`config.mk`:
```
export PLATFORM = sky130hd
export DESIGN_NAME = tpu_mac_unit
export DESIGN_NICKNAME = d
export VERILOG_FILES = /design/src/rtl/tpu_mac_pkg.sv /design/src/rtl/tpu_minifloat_mul.sv /design/src/rtl/tpu_mac_unit.sv
export SDC_FILE = /design/constraint.sdc
export NUM_CORES = 1
export LEC_CHECK = 0
export CAP_MARGIN = 20
export CORE_UTILIZATION = 28
export CTS_BUF_LIST = sky130_fd_sc_hd__clkbuf_2 sky130_fd_sc_hd__clkbuf_4 sky130_fd_sc_hd__clkbuf_8
export CTS_CLUSTER_DIAMETER = 30
export DETAILED_ROUTE_END_ITERATION = 8
export PLACE_DENSITY_LB_ADDON = 0.1
export SYNTH_ARGS = -nofsm -noshare
export SYNTH_HDL_FRONTEND = slang
export SYNTH_SLANG_ARGS = --single-unit
```
`constraint.sdc`:
```
create_clock -name clk -period 7.75 [get_ports clk]
set_clock_uncertainty 0.2 [all_clocks]
set_input_delay 1.55 -clock clk [delete_from_list [all_inputs] [get_ports clk]]
set_output_delay 1.55 -clock clk [all_outputs]
set_load 0.005 [all_outputs]
```
`src/rtl/tpu_mac_pkg.sv`:
```
// Shared definitions for the minifloat MAC lane: width derivations, accumulator FSM states
// and minifloat field extractors (also used by the operand feeder).
package tpu_mac_pkg;

    typedef enum logic [1:0] {
        IDLE = 2'd0,
        RUN  = 2'd1,
        HOLD = 2'd2
    } acc_state_t;

    function automatic int op_w(int exp_w, int man_w);
        return 1 + exp_w + man_w;
    endfunction

    // Unsigned magnitude width of an exact product: both operands at max exponent.
    function automatic int prod_w(int exp_w, int man_w);
        return 2 * (man_w + (1 << exp_w) - 1);
    endfunction

    // Signed sum wide enough that acc + signed product never wraps before the range check.
    function automatic int sum_w(int acc_w, int pw);
        return ((acc_w > pw + 1) ? acc_w : pw + 1) + 1;
    endfunction

    function automatic int sel_w(int acc_w, int out_w);
        return (acc_w / out_w > 1) ? $clog2(acc_w / out_w) : 1;
    endfunction

    function automatic logic mf_sign(logic [31:0] op, int exp_w, int man_w);
        return op[exp_w + man_w];
    endfunction

    function automatic logic [31:0] mf_exp(logic [31:0] op, int exp_w, int man_w);
        return (op >> man_w) & ((32'd1 << exp_w) - 32'd1);
    endfunction

    function automatic logic [31:0] mf_man(logic [31:0] op, int man_w);
        return op & ((32'd1 << man_w) - 32'd1);
    endfunction

endpackage

```
`src/rtl/tpu_minifloat_mul.sv`:
```
// Minifloat decode and exact product front half: sign, significand product and combined
// shift amount. The caller applies the shift (kept outside so it can sit in a later stage).
module tpu_minifloat_mul
    import tpu_mac_pkg::*;
#(
    parameter int EXP_W = 4,
    parameter int MAN_W = 3,
    localparam int OP_W  = op_w(EXP_W, MAN_W),
    localparam int SIG_W = 2 * (MAN_W + 1),
    localparam int SH_W  = EXP_W + 1
) (
    input  logic [OP_W-1:0]  a,
    input  logic [OP_W-1:0]  b,
    output logic             sign,
    output logic [SIG_W-1:0] sig_prod,
    output logic [SH_W-1:0]  shamt
);

    logic [EXP_W-1:0] ea, eb, sh_a, sh_b;
    logic [MAN_W-1:0] ma, mb;
    logic [MAN_W:0]   sig_a, sig_b;

    assign ea = EXP_W'(mf_exp(32'(a), EXP_W, MAN_W));
    assign eb = EXP_W'(mf_exp(32'(b), EXP_W, MAN_W));
    assign ma = MAN_W'(mf_man(32'(a), MAN_W));
    assign mb = MAN_W'(mf_man(32'(b), MAN_W));

    // Subnormals (e==0) carry no hidden bit and no shift; normals shift by e-1.
    always_comb begin
        sig_a    = {(ea != '0), ma};
        sig_b    = {(eb != '0), mb};
        sh_a     = (ea == '0) ? '0 : ea - 1'b1;
        sh_b     = (eb == '0) ? '0 : eb - 1'b1;
        sign     = mf_sign(32'(a), EXP_W, MAN_W) ^ mf_sign(32'(b), EXP_W, MAN_W);
        sig_prod = SIG_W'(sig_a) * SIG_W'(sig_b);
        shamt    = SH_W'(sh_a) + SH_W'(sh_b);
    end

endmodule

```
`src/rtl/tpu_mac_unit.sv`:
```
// Minifloat multiply-accumulate lane: 2-stage exact product, signed fixed-point accumulate,
// result register read by slice. Define TPU_MAC_SATURATE_EN to clamp on overflow instead of wrapping.
module tpu_mac_unit
    import tpu_mac_pkg::*;
#(
    parameter int EXP_W = 4,
    parameter int MAN_W = 3,
    parameter int ACC_W = 32,
    parameter int OUT_W = 16,
    localparam int OP_W  = op_w(EXP_W, MAN_W),
    localparam int SEL_W = sel_w(ACC_W, OUT_W)
) (
    input  logic             clk,
    input  logic             reset,
    input  logic             clr,
    input  logic             in_valid,
    output logic             in_ready,
    input  logic             in_last,
    input  logic [OP_W-1:0]  input1,
    input  logic [OP_W-1:0]  input2,
    output logic             res_valid,
    input  logic             res_ready,
    input  logic [SEL_W-1:0] out_sel,
    output logic [OUT_W-1:0] out,
    output logic             error
);

    localparam int SIG_W  = 2 * (MAN_W + 1);
    localparam int SH_W   = EXP_W + 1;
    localparam int PROD_W = prod_w(EXP_W, MAN_W);
    localparam int SUM_W  = sum_w(ACC_W, PROD_W);
    localparam int NSL    = ACC_W / OUT_W;

    acc_state_t state, state_nxt;
    logic stall, accept;

    logic             m_sign;
    logic [SIG_W-1:0] m_sig;
    logic [SH_W-1:0]  m_shamt;

    logic             s1_vld, s1_sign, s1_last;
    logic [SIG_W-1:0] s1_sig;
    logic [SH_W-1:0]  s1_shamt;

    logic [PROD_W-1:0]       mag;
    logic signed [PROD_W:0]  prod;
    logic signed [SUM_W-1:0] sum;
    logic                    ovf;
    logic signed [ACC_W-1:0] acc, acc_nxt;
    logic [ACC_W-1:0]        res_data;
    logic [SEL_W-1:0]        sel_eff;

    tpu_minifloat_mul #(.EXP_W(EXP_W), .MAN_W(MAN_W)) u_mul (
        .a        (input1),
        .b        (input2),
        .sign     (m_sign),
        .sig_prod (m_sig),
        .shamt    (m_shamt)
    );

    assign accept = in_valid & in_ready;

    // Stage 2: apply exponent shift, form the signed product and the range-checked sum.
    always_comb begin
        mag  = PROD_W'(s1_sig) << s1_shamt;
        prod = s1_sign ? -$signed({1'b0, mag}) : $signed({1'b0, mag});
        sum  = SUM_W'(acc) + SUM_W'(prod);
        ovf  = !((&sum[SUM_W-1:ACC_W-1]) || !(|sum[SUM_W-1:ACC_W-1]));
`ifdef TPU_MAC_SATURATE_EN
        if (ovf)
            acc_nxt = sum[SUM_W-1] ? {1'b1, {(ACC_W-1){1'b0}}} : {1'b0, {(ACC_W-1){1'b1}}};
        else
            acc_nxt = sum[ACC_W-1:0];
`else
        acc_nxt = sum[ACC_W-1:0];
`endif
    end

    always_ff @(posedge clk) begin
        if (reset) begin
            s1_vld    <= 1'b0;
            s1_sign   <= 1'b0;
            s1_last   <= 1'b0;
            s1_sig    <= '0;
            s1_shamt  <= '0;
            acc       <= '0;
            res_data  <= '0;
            res_valid <= 1'b0;
            error     <= 1'b0;
        end else begin
            if (res_valid && res_ready)
                res_valid <= 1'b0;
            if (clr) begin
                acc    <= '0;
                error  <= 1'b0;
                s1_vld <= 1'b0;
            end else if (!stall) begin
                s1_vld <= accept;
                if (accept) begin
                    s1_sign  <= m_sign;
                    s1_sig   <= m_sig;
                    s1_shamt <= m_shamt;
                    s1_last  <= in_last;
                end
                if (s1_vld) begin
                    if (ovf)
                        error <= 1'b1;
                    // A retiring last overrides the read-clear above, keeping res_valid high.
                    if (s1_last) begin
                        res_data  <= acc_nxt;
                        res_valid <= 1'b1;
                        acc       <= '0;
                    end else begin
                        acc <= acc_nxt;
                    end
                end
            end
        end
    end

    always_ff @(posedge clk) begin
        if (reset)
            state <= IDLE;
        else
            state <= state_nxt;
    end

    always_comb begin
        state_nxt = state;
        if (clr)
            state_nxt = IDLE;
        else if (s1_vld && s1_last && stall)
            state_nxt = HOLD;
        else if (accept)
            state_nxt = RUN;
        else if (s1_vld && s1_last)
            state_nxt = IDLE;
    end

    // HOLD always has an unread result, so it folds into the stall term without changing it.
    always_comb begin
        stall    = (res_valid || state == HOLD) && !res_ready;
        in_ready = !stall && !clr && !reset;
    end

    always_comb begin
        sel_eff = (int'(out_sel) < NSL) ? out_sel : '0;
        out     = res_data[int'(sel_eff)*OUT_W +: OUT_W];
    end

endmodule
```
==> out/metrics.yaml <==
grt_util_met2_pct: 29.3
detailed_route_drc_error_count: 8
drv_cap: 0
final_critical_path_time_including_i_o_delays_and_setup_ns: 6.56
layout-drive-gt1-share_pct: 6.18
cp_data_required_time_ns: 7.80
num_vias: 7114
maxSlewViolCount: 0
number_of_global_route_vias_before_repair: 6686
wl_um: 23300
maxSlewHeadroom_pct: 31.7
layoutNonFillerInstCount: 1354
via_per_inst: 5.25
maximum_number_of_pins_on_one_net_before_global_route_repair: 51
layout.nets: 1102
placed_cells: 1337
vdd.ir_drop.worst_mv: 0.0773
crit_chain: "mux2_2 > a22oi_1 > o21ai_0 > a22oi_1 > a31oi_1 > or2_1 > nand2b_1 > o31ai_1 > xnor2_1 > ha_1 > a21oi_1 > o21ai_0 > or3_1 > a211o_1 > and3_1 > or4b_1 > o311a_1 > nor4_1 > and4_1 > o41ai_1"
hp-class: "reg -> reg"
gr-usage-all-layers_pct: 17.2
tritoncts: "done"
drt_pass1_iterations: 8
dieArea_um2: 27400
signed_area_change_from_the_synthesized_netlist_to_the_final_layout_pct: 12.5
crit_buf_inv: 0
rsz0062_at_grt: "no"
slowest_stage: "dfxtp_1"
fp.coreArea_um2: 26100
criticalPathCategory: "reg -> reg"
hold_viol_final: 0
syn_area_per_cell_um2: 7.43
timing.critical_path.max_delay_family: "compound AO/OA/AOI/OAI gates"
final.setup.tns_ns: 0
design.portCount: 42
detailed_place_hpwl_um: 18200
hold_ws_ns: 0.257
grt-ovfl-total: 0
postSynthNetCount: 1094
postSynthCellCount: 1006
run_status: "complete, but fails checks"
yosys.cell_types.count: 75
globalplace.congestion: 0.832
synthesis.area_um2: 7480
num-fill-cells: 2860
critical_path.startpoint_type: "flip-flop"
critical-path-max-stage-delay_ns: 0.82
power.static_leakage_uw: 0.00332
yosysSeqAreaShare_pct: 22.5
clkTransAtPathRegs_ns: 0.10
grt_most_used_layer: "met2"
placementRows: 59
leading_cell_type_in_the_layout_fill_and_taps_excluded: "nand2_1"
cts_buffers: 9
transition_time_of_the_tightest_slew_check_pin_ns: 1.02
layout.cells.most_common_list: "147 x nand2_1, 120 x nor2_1, 96 x a21oi_1"
synth_ff_type: "dfxtp_1"
setup.worst_path.end_class: "flip-flop"
postCtsHoldBufs: 0
floorplan.initialDensity_pct: 28.6
crit_arrival_ns: 6.61
numPortBuffers: 41
synth_edf_count: 0
failed_checks: "DRC"
clock_tree.htree_level_count: 3
antenna_found_initial: 0
clk_latency_ns: 0.38
setup_viol: 0
number_of_synthesized_register_bits: 84
antennaDiodeCount: 0
cts_setup_buffers: 0
num_clock_sinks: 84
synth.yosys.warnings: 0
global_route.usage.met3_pct: 2.70
antenna_violating_nets_left: 0
routedWlPerCell_um: 17.2
use_met1_pct: 22.7
p_per_area_nw_per_um2: 139
post-route-period-util_pct: 84.7
floorplan_die_height_um: 165
grt_first_pass_wirelength_um: 36500
detail_route.iter0.violations: 550
ctsRootBufferMaster: "clkbuf_8"
max-clock-path-buffers: 2
critical_path.max_fanout: 22
cts-resized-gates: 0
die-width_um: 165
max_frequency_mhz: 152
async_flop_share_pct: 0
power breakdown:
group / switching, uW / leakage (uW) / internal (uW)
Combinational: 206 / 0.00252 / 128
Clock: 192 / 0.000119 / 195
Sequential: 14.3 / 0.000678 / 438
Total: 412 / 0.00332 / 761
worst paths after layout:
check / depth (start not counted) / endpoint / start / slack [ns]
worst max-delay path: 20 / error$_SDFFE_PP0P_ / s1_shamt[1]$_SDFFE_PP0P_ / 1.19
worst min-delay path: 2 / res_data[15]$_SDFFE_PP0P_ / res_data[15]$_SDFFE_PP0P_ / 0.26
worst min register to register: 2 / res_data[15]$_SDFFE_PP0P_ / res_data[15]$_SDFFE_PP0P_ / 0.26
worst max register to register: 20 / error$_SDFFE_PP0P_ / s1_shamt[1]$_SDFFE_PP0P_ / 1.19
final cells by class:
class                           instances  area, um2  share of cell area (%)
Inverter                               34        128                    1.52
Tap cell                              335        419                    4.98
Multi-Input combinational cell        836       5470                    65.0
Sequential cell                        84       1680                    20.0
Timing Repair Buffer                   49        485                    5.77
Clock buffer                           10        138                    1.64
Clock inverter                          6       93.8                    1.12
worst min-delay path, stage by stage (launching register included):
cell and delay (ns):
dfxtp_1 0.32, nand2_1 0.05, a21oi_1 0.05
logic make-up after synthesis:
logic type | share of synthesized area [%]
AO/OA/AOI/OAI | 27.3
XOR/XNOR | 7.03
multiplexers | 5.29
adder cells (fa/ha/maj) | 11.5
flip-flops | 22.5
buffers and inverters | 4.52
AND/OR/NAND/NOR | 21.9
through the flow:
stage	instance area, um2	power [uW]	worst slack [ns]	utilization (%)
floorplan	7480	703	2.39	-
global placement	8160	800	1.32	31.2
detailed placement	8160	797	1.28	31.2
CTS	8390	1190	1.27	32.1
global route	8410	1250	0.526	32.2
finish	8410	1170	1.19	32.2
synth_stat cells (4+ instances only):
master	n	share of area [%]
a31oi_1	6	0.50
inv_1	34	1.7
nand2_1	147	7.4
a311o_1	5	0.67
ha_1	59	9.9
mux4_2	5	1.5
fa_1	6	1.6
a211oi_1	18	1.8
o211ai_1	5	0.50
or3_1	9	0.75
o22ai_1	7	0.59
o21bai_1	9	0.90
nor3_1	17	1.1
xor2_1	19	2.2
a22oi_1	28	2.8
nand3_1	12	0.80
o21ai_0	52	3.5
o31ai_1	10	1.0
nand3b_1	4	0.40
nor2_1	121	6.1
mux2i_1	8	1.1
nor2b_1	13	1.1
o21a_1	13	1.3
dfxtp_1	84	22
a21oi_1	96	6.4
nand4_1	12	1.0
clkbuf_1	44	2.2
mux2_2	17	2.6
a22o_1	9	1.1
a21o_1	16	1.6
xnor2_1	41	4.8
and2_1	12	1.0
nand2b_1	6	0.50
routing by layer:
layer | up-vias | wire length (um)
met5 | - | 0
met4 | 0 | 308
met3 | 16 | 776
met2 | 135 | 11300
met1 | 3345 | 10900
li1 | 3618 | -
state kept, by name, indices dropped and copies added, names as in the netlist:
register and cells:
res_data 32, state 2, s1_vld 1, error 1, s1_last 1, s1_sign 1, res_valid 1, s1_shamt 5
s1_sig 8, acc 32
(Power assumes the default switching activity.)
